==> src/rtl/pipe_stage_buf_pkg.sv <==
// Shared types for the inter-stage pipeline buffer: controller control word
// encoding and the local occupancy state.
package pipe_stage_buf_pkg;

  localparam int CTRL_W = 2;

  localparam logic [CTRL_W-1:0] CTRL_DEFAULT = 2'b00;
  localparam logic [CTRL_W-1:0] CTRL_STALLED = 2'b01;
  localparam logic [CTRL_W-1:0] CTRL_BUBBLE  = 2'b10;

  typedef enum logic [1:0] {
    OCC_EMPTY = 2'd0,
    OCC_ONE   = 2'd1,
    OCC_FULL  = 2'd2
  } occ_e;

  function automatic logic ctrl_is_legal(input logic [CTRL_W-1:0] ctrl);
    return (ctrl == CTRL_DEFAULT) || (ctrl == CTRL_STALLED) || (ctrl == CTRL_BUBBLE);
  endfunction

endpackage

==> src/rtl/pipe_stage_buf_sat_counter.sv <==
// Saturating event counter: increments on inc, holds at all-ones, clears on
// asynchronous active-low reset.
module sat_counter #(
  parameter int CNT_W = 16
) (
  input  logic             clk,
  input  logic             rst,
  input  logic             inc,
  output logic [CNT_W-1:0] cnt
);

  always_ff @(posedge clk or negedge rst) begin
    if (!rst) begin
      cnt <= '0;
    end else if (inc && (cnt != {CNT_W{1'b1}})) begin
      cnt <= cnt + 1'b1;
    end
  end

endmodule

==> src/rtl/pipe_stage_buf.sv <==
// Inter-stage pipeline buffer: 2-entry skid FIFO with valid/ready on both
// sides, controller-driven stall/bubble, and saturating perf counters.
//
// state     | meaning
// OCC_EMPTY | no entries held, out_data_o shows RESET_VALUE
// OCC_ONE   | one entry at head_q
// OCC_FULL  | two entries, head_q is oldest; upstream ready is low
module pipe_stage_buf
  import pipe_stage_buf_pkg::*;
#(
  parameter int               WIDTH         = 64,
  parameter logic [WIDTH-1:0] RESET_VALUE   = '0,
  parameter int               BUBBLE_INSERT = 1,
  parameter logic [WIDTH-1:0] BUBBLE_VALUE  = '0,
  parameter int               CNT_W         = 16
) (
  input  logic              clk,
  input  logic              rst,
  input  logic [CTRL_W-1:0] ctrl_signal_i,
  input  logic              in_valid_i,
  output logic              in_ready_o,
  input  logic [WIDTH-1:0]  in_data_i,
  output logic              out_valid_o,
  input  logic              out_ready_i,
  output logic [WIDTH-1:0]  out_data_o,
  output logic [CNT_W-1:0]  stall_cnt_o,
  output logic [CNT_W-1:0]  bubble_cnt_o,
  output logic              ctrl_err_o
);

  occ_e             occ_q, occ_nxt;
  logic             head_q, head_nxt;
  logic             tail_q, tail_nxt;
  logic [WIDTH-1:0] entry_q [2];

  logic             wr_en;
  logic             wr_idx;
  logic [WIDTH-1:0] wr_data;
  logic             is_default, is_stall, is_flush;
  logic             push, pop;

  always_comb begin
    occ_nxt    = occ_q;
    head_nxt   = head_q;
    tail_nxt   = tail_q;
    wr_en      = 1'b0;
    wr_idx     = tail_q;
    wr_data    = in_data_i;
    is_default = (ctrl_signal_i == CTRL_DEFAULT);
    is_stall   = (ctrl_signal_i == CTRL_STALLED);
    // Illegal encodings fall into the flush path alongside Bubble.
    is_flush   = !is_default && !is_stall;
    in_ready_o  = is_default && (occ_q != OCC_FULL);
    out_valid_o = is_default && (occ_q != OCC_EMPTY);
    push = in_valid_i && in_ready_o;
    pop  = out_valid_o && out_ready_i;

    if (is_flush) begin
      head_nxt = 1'b0;
      if (BUBBLE_INSERT != 0) begin
        occ_nxt  = OCC_ONE;
        tail_nxt = 1'b1;
        wr_en    = 1'b1;
        wr_idx   = 1'b0;
        wr_data  = BUBBLE_VALUE;
      end else begin
        occ_nxt  = OCC_EMPTY;
        tail_nxt = 1'b0;
      end
    end else if (is_default) begin
      if (push) begin
        wr_en    = 1'b1;
        tail_nxt = ~tail_q;
      end
      if (pop) begin
        head_nxt = ~head_q;
      end
      case (occ_q)
        OCC_EMPTY: if (push) occ_nxt = OCC_ONE;
        OCC_ONE: begin
          if (push && !pop)      occ_nxt = OCC_FULL;
          else if (!push && pop) occ_nxt = OCC_EMPTY;
        end
        OCC_FULL:  if (pop) occ_nxt = OCC_ONE;
        default:   occ_nxt = OCC_EMPTY;
      endcase
    end
  end

  always_ff @(posedge clk or negedge rst) begin
    if (!rst) begin
      occ_q  <= OCC_EMPTY;
      head_q <= 1'b0;
      tail_q <= 1'b0;
    end else begin
      occ_q  <= occ_nxt;
      head_q <= head_nxt;
      tail_q <= tail_nxt;
    end
  end

  // Payload registers need no reset: they are only visible when occupied.
  always_ff @(posedge clk) begin
    if (wr_en) begin
      entry_q[wr_idx] <= wr_data;
    end
  end

  always_ff @(posedge clk or negedge rst) begin
    if (!rst) begin
      ctrl_err_o <= 1'b0;
    end else if (!ctrl_is_legal(ctrl_signal_i)) begin
      ctrl_err_o <= 1'b1;
    end
  end

  assign out_data_o = (occ_q != OCC_EMPTY) ? entry_q[head_q] : RESET_VALUE;

  sat_counter #(.CNT_W(CNT_W)) u_stall_cnt (
    .clk (clk),
    .rst (rst),
    .inc (is_stall),
    .cnt (stall_cnt_o)
  );

  sat_counter #(.CNT_W(CNT_W)) u_bubble_cnt (
    .clk (clk),
    .rst (rst),
    .inc (is_flush),
    .cnt (bubble_cnt_o)
  );

endmodule

==> config.mk <==
export PLATFORM = sky130hd
export DESIGN_NAME = pipe_stage_buf
export DESIGN_NICKNAME = d
export VERILOG_FILES = /design/src/rtl/pipe_stage_buf_pkg.sv /design/src/rtl/pipe_stage_buf_sat_counter.sv /design/src/rtl/pipe_stage_buf.sv
export SDC_FILE = /design/constraint.sdc
export NUM_CORES = 1
export LEC_CHECK = 0
export ABC_AREA = 1
export CAP_MARGIN = 20
export CORE_ASPECT_RATIO = 0.75
export CORE_MARGIN = 2
export CORE_UTILIZATION = 51
export CTS_CLUSTER_SIZE = 20
export DETAILED_ROUTE_END_ITERATION = 8
export PLACE_DENSITY = 0.89
export SLEW_MARGIN = 10
export SYNTH_ARGS = -nofsm -noshare
export SYNTH_HDL_FRONTEND = slang
export SYNTH_SLANG_ARGS = --single-unit
export TNS_END_PERCENT = 30
==> constraint.sdc <==
create_clock -name clk -period 4.55 [get_ports clk]
set_input_delay 0.455 -clock clk [delete_from_list [all_inputs] [get_ports clk]]
set_output_delay 0.455 -clock clk [all_outputs]
set_load 0.02 [all_outputs]
# After elaboration in Yosys (flattened, before gate mapping)
# Memories as Yosys holds them, arrays and structs flattened.
# Index checks and enable logic that the tools add are counted.
# word_totals
register_bits	37
latchBits	0
mem_bits_rw	128
mem_bits_ro	0
in_bits	70
out_inout_bits	99
elab_cells	66
memories	1
# classes
add_sub_neg	2
mul	0
div	0
n_lt_le_gt_ge	0
eq_ne	10
n_shift	0
muxes	21
bitwise	2
n_reduce_logical	24
# mem_list
memory	words	word_bits	rd	rd_ports_with_merged_regs	write_ports	line	text
entry_q	2	64	1	0	1	pipe_stage_buf.sv:34	logic [WIDTH-1:0] entry_q [2];
# op_table
cell	count
$mux 64	2
$add 16x1->16 const B	2
$ne 16x16->1 const B	2
$mux 1	12
$mux 2	6
$logic_and 1x1->1	9
$reduce_bool 2->1	4
$ne 3x2->1 const B	2
$pmux 2 s3	1
$eq 2x1->1 const B	2
$eq 2x2->1 const B	2
$logic_not 1->1	4
$logic_not 2->1	2
$ne 4x3->1 const B	1
$reduce_and 2->1	2
$reduce_and 4->1	1
$logic_or 1x1->1	2
$ne 2x2->1 const B	1
$not 1->1	2

# Depth between registers and ports, before layout
# Gate-level depths: netlist of run 1.
# logic_depth
depth_word	10
mapped_depth	11
ltp_nobuf	11

# Modules after synthesis
# A second synthesis of run 1 with hierarchy kept.
# hier_totals
cells_unflattened	821
hier_area_um2	7932.6
# modules_own_cells
mod	instances	cells_per_inst	area_per_inst_um2	seq_area_each_um2
pipe_stage_buf	1	527	5870.6	3968.8
sat_counter	2	147	1031.0	400.4

# Worst setup path after synthesis of run 1
# No wires, ideal clock.
# synth_path
path_kind	in2reg
startpoint	input ctrl_signal_i[1]
endpoint	memory entry_q[1][0] (enable)
setup_time_ns	0.486
arrival_ns	3.577
required_ns	4.064
path_slack_ns	0.487
cell_stages	4
n_path_buf	1
path_cell_list	buf_2 nor2_1 nand3_1 nor2_1
# synth_between
elab_chain_cells	8
word_cells_on_any_way	13
classes_between	eq/ne (1); mux (6); reduce/logical (6)
# synth_lines
item	line	text
from (decl)	pipe_stage_buf.sv:19	input logic [CTRL_W-1:0] ctrl_signal_i,
$logic_not 2->1	pipe_stage_buf.sv:49	is_default = (ctrl_signal_i == CTRL_DEFAULT);
$logic_and 1x1->1	pipe_stage_buf.sv:53	in_ready_o = is_default && (occ_q != OCC_FULL);
$logic_and 1x1->1	pipe_stage_buf.sv:55	push = in_valid_i && in_ready_o;
$mux 1	pipe_stage_buf.sv:71	if (push) begin
$mux 1	pipe_stage_buf.sv:70	end else if (is_default) begin
$mux 1	pipe_stage_buf.sv:58	if (is_flush) begin
$mux 1	pipe_stage_buf.sv:104	if (wr_en) begin
$mux 1 (implied by the code)	pipe_stage_buf.sv:105	entry_q[wr_idx] <= wr_data;
to (decl)	pipe_stage_buf.sv:34	
# Parallel ways exist; a longest one is shown, timed or not.

# Worst setup path after layout of run 1
# layout_path
startpoint	register occ_q[1]
endpoint	output out_data_o[20]
# layout_between
elab_chain_cells	2
# layout_lines
item	line	text
from (decl)	pipe_stage_buf.sv:31	occ_e occ_q, occ_nxt;
from (signal assigned)	pipe_stage_buf.sv:96	occ_q <= occ_nxt;
$reduce_bool 2->1	pipe_stage_buf.sv:117	assign out_data_o = (occ_q != OCC_EMPTY) ? entry_q[head_q] : RESET_VALUE;
$mux 64	pipe_stage_buf.sv:117	
to (decl)	pipe_stage_buf.sv:25	output logic [WIDTH-1:0] out_data_o,
# No other way between the ends.

==> run_results.csv, run 1 <==
group,metric,value,unit
grt,antenna_found_initial,0,
critical_path,ff_to_ff_path_depth,7,
floorplanning,floorplan.die_area,15800,um2
sta,grt_setup_unrepaired,"false",
critical_path,reg2reg_slack,2.23,ns
grt,groute.layer.met1.usage,29.6,%
synthesis,synthCells,806,
power,vdd_ir_drop_max,0.274,mV
critical_path,worstReg2RegEnd,"entry_q[0][1]",
sta,final-hold-violation-count,0,
grt,global_route.overflow_total,0,
sta,fin_setup_tns,0,ns
critical_path,setup.worst_path.class,"flop to output port",
critical_path,critical_path.max_fanout,37,
clocking,tritoncts_clock_tree,"built",
final_layout,stdcell_area,9970,um2
grt,vias_in_the_first_global_route,5334,
floorplanning,rows,38,
sta,worst_slew_margin_rel,32.8,%
drt,via_count,5850,
grt,grt_util_met3,4.39,%
sta,worst-slew-pin-transition,1.00,ns
power,share_clk_of_total_power,30.8,%
placed_design,dpl_cell_area,9380,um2
sta,fmaxAchievable,0.313,GHz
sta,worst_slack,1.36,ns
clocking,clk_pin_slew_worst_paths,0.07,ns
clocking,postCtsSetupBuffers,0,
sta,worst_hold_slack,0.461,ns
synthesis,leading_cell_types_by_total_area_after_synthesis,"edfxtp_1 51%, nand2_1 13%, dfrtp_1 12%",
synthesis,synth_cell_types,27,
drt,initialDrtViolationCount,416,
synthesis,synth_top_cell_area_share,51.0,%
drt,detail-route-antenna-nets,0,
drt,detailedRoute.firstPassIterationCount,5,
sta,final.setup_skew,0.00796,ns
floorplanning,chipWidth,144,um
critical_path,critical_path.endpoint_type,"output port",
synthesis,yosys_register_bits,165,
synthesis,avgSynthCellArea,9.35,um2
clocking,cts_hold_buffers,0,
power,leakage,4.03,nW
drt,drc_errors,0,
critical_path,cp_data_arrival_time,2.74,ns
critical_path,worst_ep_required_time,4.09,ns
floorplanning,core_area,14500,um2
run,number_of_maximum_capacitance_violations,0,
drt,route.detailed.vias_per_inst,4.95,
power,combPwrFrac,27.8,%
sta,finalCriticalPeriod,3.19,ns
placed_design,placedCellCount,1148,
grt,grt_use_total,22.4,%
clocking,worstSkewPairLatency,0.42,ns
placed_design,placement.io_buffers,168,
power,intPower,3.06,mW
grt,grtUsageMet2,36.9,%
synthesis,synth-async-reset-ratio,22.4,%
synthesis,synth_most_common_cell,"nand2_1",
placed_design,globalplace.congestion,0.877,
placed_design,post-place-ws,1.69,ns
drt,routed_len_inst,14.5,um
synthesis,synth_xor_xnor_area_share,1.63,%
placed_design,dpl_hpwl,11.4,mm
synthesis,synth-edff-count,128,
synthesis,yosys.area_share.simple,21.5,%
floorplanning,io-pin-count,169,
drt,wirelength,17.1,mm
floorplanning,fp.dieH,109,um
synthesis,synth_sequential_area_ratio,63.3,%
synthesis,synth_mux_area_share,0,%
final_layout,layoutNonFillerInstCount,1181,
clocking,ctsLongestPathBuffers,2,
critical_path,setup.worst_path.start_class,"flop",
power,pwr-share-seq,41.4,%
synthesis,synth.net_count,879,
synthesis,dominant_cell_type_by_area_after_synthesis,"edfxtp_1",
synthesis,synth-compound-area-share,6.03,%
synthesis,synthAdderAreaFrac,0.498,%
floorplanning,floorplan.initialDensity,52.1,%
critical_path,crit-reg2reg-launch,"occ_q[0]",
final_layout,area_delta_synth_final,32.3,%
synthesis,synth.yosys.warnings,0,
synthesis,main_combinational_cell_family_by_area_after_synthesis,"simple AND/OR/NAND/NOR gates",
synthesis,yosys_most_used_dff,"edfxtp_1",
final_layout,diodes,0,
power,fin_total_pwr,4.43,mW
power,switching_part_of_the_total_power,30.8,%
clocking,ctsRootBufferMaster,"clkbuf_16",
min_path,timing.hold.worst.class,"input port to async pin",
grt,wire_length_of_the_first_global_routing_pass,26.6,mm
clocking,number_of_buffers_created_by_cts,17,
grt,most_used_layer_global_route,"met2",
synthesis,synth_top_cells_by_count,"259 x nand2_1, 128 x edfxtp_1, 106 x nor2_1",
clocking,cts-htree-levels,4,
clocking,number_of_sinks_handled_by_clock_tree_synthesis,165,
sta,final-max-slew-violation-count,0,
final_layout,fin_nets,1041,
sta,report.final.setup_viol,0,
final_layout,utilization,69.0,%
final_layout,drive_above_1_share,5.40,%
sta,min_period_over_period,70.2,%
power,net-switching-power,1.37,mW
grt,grt_max_degree,71,
power,power.density_cell_area,444,nW/um2
outcome,result_of_the_run,"finished clean",
clocking,cts_resized,0,
synthesis,synthesis.area,7530,um2
-- layout make-up --
type	instances	area (um2)
clock buffers	19	433
clock inverters	13	133
fillers	1091	4490
inverters	99	373
multi-input cells	508	2250
flip-flops and latches	165	4770
well taps	200	250
repair buffers	177	1760
-- kinds of logic after synthesis --
| logic type | count (synthesis) |
|---|---|
| AO/OA/AOI/OAI | 85 |
| flip-flops | 165 |
| XOR/XNOR | 14 |
| buffers and inverters | 133 |
| AND/OR/NAND/NOR | 406 |
| adder cells (fa/ha/maj) | 3 |
-- state kept, by name, indices dropped and copies added (netlist names) --
register / count
head_q: 1
u_stall_cnt.cnt: 16
entry_q: 128
u_bubble_cnt.cnt: 16
ctrl_err_o: 1
occ_q: 2
tail_q: 1
-- layout by cell type (no fill, tap or decap), drive strengths merged --
| master | n |
|---|---|
| edfxtp | 128 |
| buf | 10 |
| dfrtp | 37 |
| clkbuf | 19 |
| inv | 100 |
| o21ai | 18 |
| nand3b | 2 |
| clkdlybuf4s50 | 167 |
| bufinv | 2 |
| clkinv | 6 |
| ha | 3 |
| nand3 | 21 |
| nand4 | 14 |
| xnor2 | 11 |
| o21bai | 1 |
| nand2 | 260 |
| nor2 | 108 |
| nor3 | 1 |
| a21oi | 66 |
| xor2 | 3 |
| clkinvlp | 4 |
-- critical path, stage by stage, from the launching register on --
cell and delay (ns):
dfrtp_1 0.42, nor2_4 0.62, buf_4 0.50, a21oi_1 0.16, clkdlybuf4s50_1 0.57
-- per-layer routing --
layer	up-vias	wire, um
li1	2911	-
met1	2721	7470
met2	196	8370
met3	22	970
met4	0	304
met5	-	0
-- worst max path at each step --
| stage | endpoint | from | slack, ns | cells past startpoint |
|---|---|---|---|---|
| after detailed placement | entry_q[0][0] | ctrl_signal_i[0] | 1.69 | 7 |
| after global routing | out_data_o[9] | occ_q[1] | 1.22 | 4 |
| final | out_data_o[20] | occ_q[1] | 1.36 | 4 |
| after CTS | out_data_o[9] | occ_q[1] | 1.32 | 4 |
| after global placement | entry_q[0][35] | ctrl_signal_i[0] | 1.74 | 7 |
| after floorplan | entry_q[1][0] | ctrl_signal_i[1] | 0.49 | 4 |
-- power groups by stage --
stage | combinational, mW | clock (mW) | sequential, mW
final | 1.23 | 1.36 | 1.83
after global routing | 1.32 | 1.46 | 1.85
after CTS | 1.23 | 1.38 | 1.83
after detailed placement | 1.23 | 0 | 1.86
after global placement | 1.21 | 0 | 1.86
after floorplan | 0.608 | 0 | 1.89
Note: power is estimated with default switching activity, not from simulation.
==> run 2, diff against run 1 <==
--- a/config.mk
+++ b/config.mk
@@ -9,10 +9,10 @@
 export CAP_MARGIN = 20
 export CORE_ASPECT_RATIO = 0.75
 export CORE_MARGIN = 2
-export CORE_UTILIZATION = 51
+export CORE_UTILIZATION = 46
 export CTS_CLUSTER_SIZE = 20
 export DETAILED_ROUTE_END_ITERATION = 8
-export PLACE_DENSITY = 0.89
+export PLACE_DENSITY = 0.85
 export SLEW_MARGIN = 10
 export SYNTH_ARGS = -nofsm -noshare
 export SYNTH_HDL_FRONTEND = slang
==> constraint.sdc (replaced) <==
create_clock -name clk -period 2.9 [get_ports clk]
set_input_delay 0.29 -clock clk [delete_from_list [all_inputs] [get_ports clk]]
set_output_delay 0.29 -clock clk [all_outputs]
set_load 0.02 [all_outputs]
==> run 2 against run 1 <==
Non-clock buffer count is 4 higher. Design area rose by 0.83%. Register-to-register slack lost 1.5 ns. Final cell count grew 1.2%. Clock skew up 0.0028 ns. Worst setup slack worse by 1.1 ns. Critical endpoint is now out_data_o[62].
==> run_results.csv, run 2 (synthesis gave the netlist of run 1 again) <==
group,metric,value,unit
sta,worst-slew-pin-transition,0.770,ns
power,power.density_cell_area,698,nW/um2
placed_design,globalplace.congestion,0.875,
critical_path,worst_path_max_delay_cell,"clkdlybuf4s50_1",
clocking,tritoncts_clock_tree,"built",
floorplanning,chipWidth,152,um
floorplanning,core_area,16000,um2
placed_design,placement.io_buffers,168,
clocking,ctsRootBufferMaster,"clkbuf_16",
power,pwr-share-seq,41.2,%
sta,finalCriticalPeriod,2.64,ns
grt,wire_length_of_the_first_global_routing_pass,28.2,mm
final_layout,drive_above_1_share,6.19,%
critical_path,crit-reg2reg-launch,"u_bubble_cnt.cnt[0]",
power,combPwrFrac,27.5,%
critical_path,worstReg2RegEnd,"u_bubble_cnt.cnt[5]",
critical_path,critical_path.max_stage_delay,0.66,ns
critical_path,ff_to_ff_path_depth,6,
final_layout,layout_top_registers,"entry_q: 128 flops, u_bubble_cnt.cnt: 16 flops, u_stall_cnt.cnt: 16 flops",
critical_path,worst_ep_required_time,2.61,ns
power,switching_part_of_the_total_power,31.3,%
sta,report.final.setup_viol,0,
final_layout,layout_common_cells,"259 x nand2_1, 167 x clkdlybuf4s50_1, 128 x edfxtp_1, 104 x nor2_1, 95 x inv_1",
drt,via_count,6007,
grt,grt_max_degree,65,
clocking,number_of_sinks_handled_by_clock_tree_synthesis,165,
floorplanning,io-pin-count,169,
drt,detailedRoute.firstPassIterationCount,5,
drt,detail-route-antenna-nets,0,
power,leakage,4.07,nW
floorplanning,fp.dieH,115,um
clocking,cts_resized,0,
placed_design,dpl_cell_area,9470,um2
drt,wirelength,17.7,mm
run,number_of_maximum_capacitance_violations,0,
final_layout,layout.area.seq,4770,um2
critical_path,critical_path.max_fanout,47,
power,intPower,4.82,mW
clocking,cts-htree-levels,4,
clocking,postCtsSetupBuffers,0,
final_layout,layout_commonest_cell,"nand2_1",
outcome,result_of_the_run,"finished clean",
sta,fin_setup_tns,0,ns
clocking,number_of_buffers_created_by_cts,17,
critical_path,reg2reg_slack,0.71,ns
grt,global_route.overflow_total,0,
clocking,worstSkewPairLatency,0.43,ns
final_layout,area_delta_synth_final,33.4,%
drt,initialDrtViolationCount,434,
final_layout,fin_nets,1045,
floorplanning,rows,40,
drt,route.detailed.vias_per_inst,5.03,
final_layout,stdcell_area,10000,um2
clocking,clk_pin_slew_worst_paths,0.07,ns
sta,worst_hold_slack,0.287,ns
floorplanning,floorplan.initialDensity,47.0,%
sta,fmaxAchievable,0.379,GHz
final_layout,multiInputGateArea,2250,um2
drt,routed_len_inst,14.9,um
drt,drc_errors,0,
critical_path,setup.worst_path.class,"flop to output port",
final_layout,largest_register_by_flop_count,"entry_q",
critical_path,critical_path.startpoint,"head_q",
sta,final-max-slew-violation-count,0,
placed_design,dpl_hpwl,11.8,mm
clocking,cts_hold_buffers,0,
critical_path,setup.worst_path.start_class,"flop",
final_layout,filler_cell_count,1277,
sta,grt_setup_unrepaired,"false",
grt,grt_use_total,21.2,%
sta,final.setup_skew,0.0107,ns
critical_path,cp_data_arrival_time,2.35,ns
power,share_clk_of_total_power,31.3,%
sta,final-hold-violation-count,0,
power,vdd_ir_drop_max,0.394,mV
floorplanning,floorplan.die_area,17400,um2
final_layout,diodes,0,
min_path,timing.hold.worst.class,"input port to async pin",
critical_path,timing.critical_path.cells,"inv_2 > buf_12 > nand2_1 > a21oi_1 > clkdlybuf4s50_1",
grt,antenna_found_initial,0,
sta,min_period_over_period,90.9,%
clocking,ctsLongestPathBuffers,2,
critical_path,setup.worst_path.end,"out_data_o[62]",
critical_path,critical_path.endpoint_type,"output port",
power,net-switching-power,2.19,mW
sta,worst_slew_margin_rel,48.3,%
final_layout,flip_flop_count_of_the_largest_register_all_copies_and_words_added,128,
grt,vias_in_the_first_global_route,5706,
-- run 2: cell count changes in the layout (fill, tap and decap cells not counted) --
cell and change:
buf_12 +2, buf_4 +2, clkbuf_1 -2, clkinv_1 -2, clkinv_2 +2, clkinv_4 +2
inv_6 -1, inv_8 +1
-- run 2: worst min-delay path by stage --
| stage | to |
|---|---|
| 6_report | u_stall_cnt.cnt[3] |
| 5_1_grt | u_stall_cnt.cnt[4] |
| 4_1_cts | u_stall_cnt.cnt[3] |
| 3_5_place_dp | ctrl_err_o |
| 3_3_place_gp | ctrl_err_o |
| 2_1_floorplan | ctrl_err_o |
-- run 2: worst max-delay path: cells and delay by family (launching register included) --
family	cells	cell delay, ns
buffers and inverters	3	1.04
AND/OR/NAND/NOR	1	0.08
flip-flops	1	0.56
AO/OA/AOI/OAI	1	0.24
-- run 2: per-layer routing --
layer | GRT usage (%) | part of all wire [%] | up-vias
met5 | 0 | 0 | -
met4 | 7.28 | 1.6 | 0
met3 | 5.56 | 7.3 | 24
met2 | 33.8 | 48 | 225
met1 | 28.4 | 43 | 2835
li1 | - | - | 2923
-- run 2: cell type report --
type	instances	share of cell area (%)
clock buffers	17	4.23
clock inverters	15	1.54
inverters	99	3.71
multi-input cells	508	22.4
flip-flops and latches	165	47.5
well taps	210	2.61
repair buffers	181	18.0
-- run 2: metrics by stage --
| step | cells | setup WS (ns) | power [mW] | util, % |
|---|---|---|---|---|
| 6_report | 1195 | 0.264 | 7.02 | 62.7 |
| 5_1_grt | 1195 | 0.110 | 7.35 | 62.7 |
| 4_1_cts | 1195 | 0.223 | 7.08 | 62.7 |
| 3_5_place_dp | 1163 | 0.691 | 4.87 | 59.1 |
| 3_3_place_gp | 1163 | 0.690 | 4.83 | 59.1 |
| 2_1_floorplan | 806 | 0.0655 | 3.92 | - |
-- run 2: power groups by stage --
stage	clock network [mW]	logic, mW	registers [mW]
finish	2.20	1.93	2.89
global route	2.34	2.09	2.92
CTS	2.24	1.95	2.89
detailed placement	0	1.94	2.93
global placement	0	1.90	2.93
floorplan	0	0.954	2.96
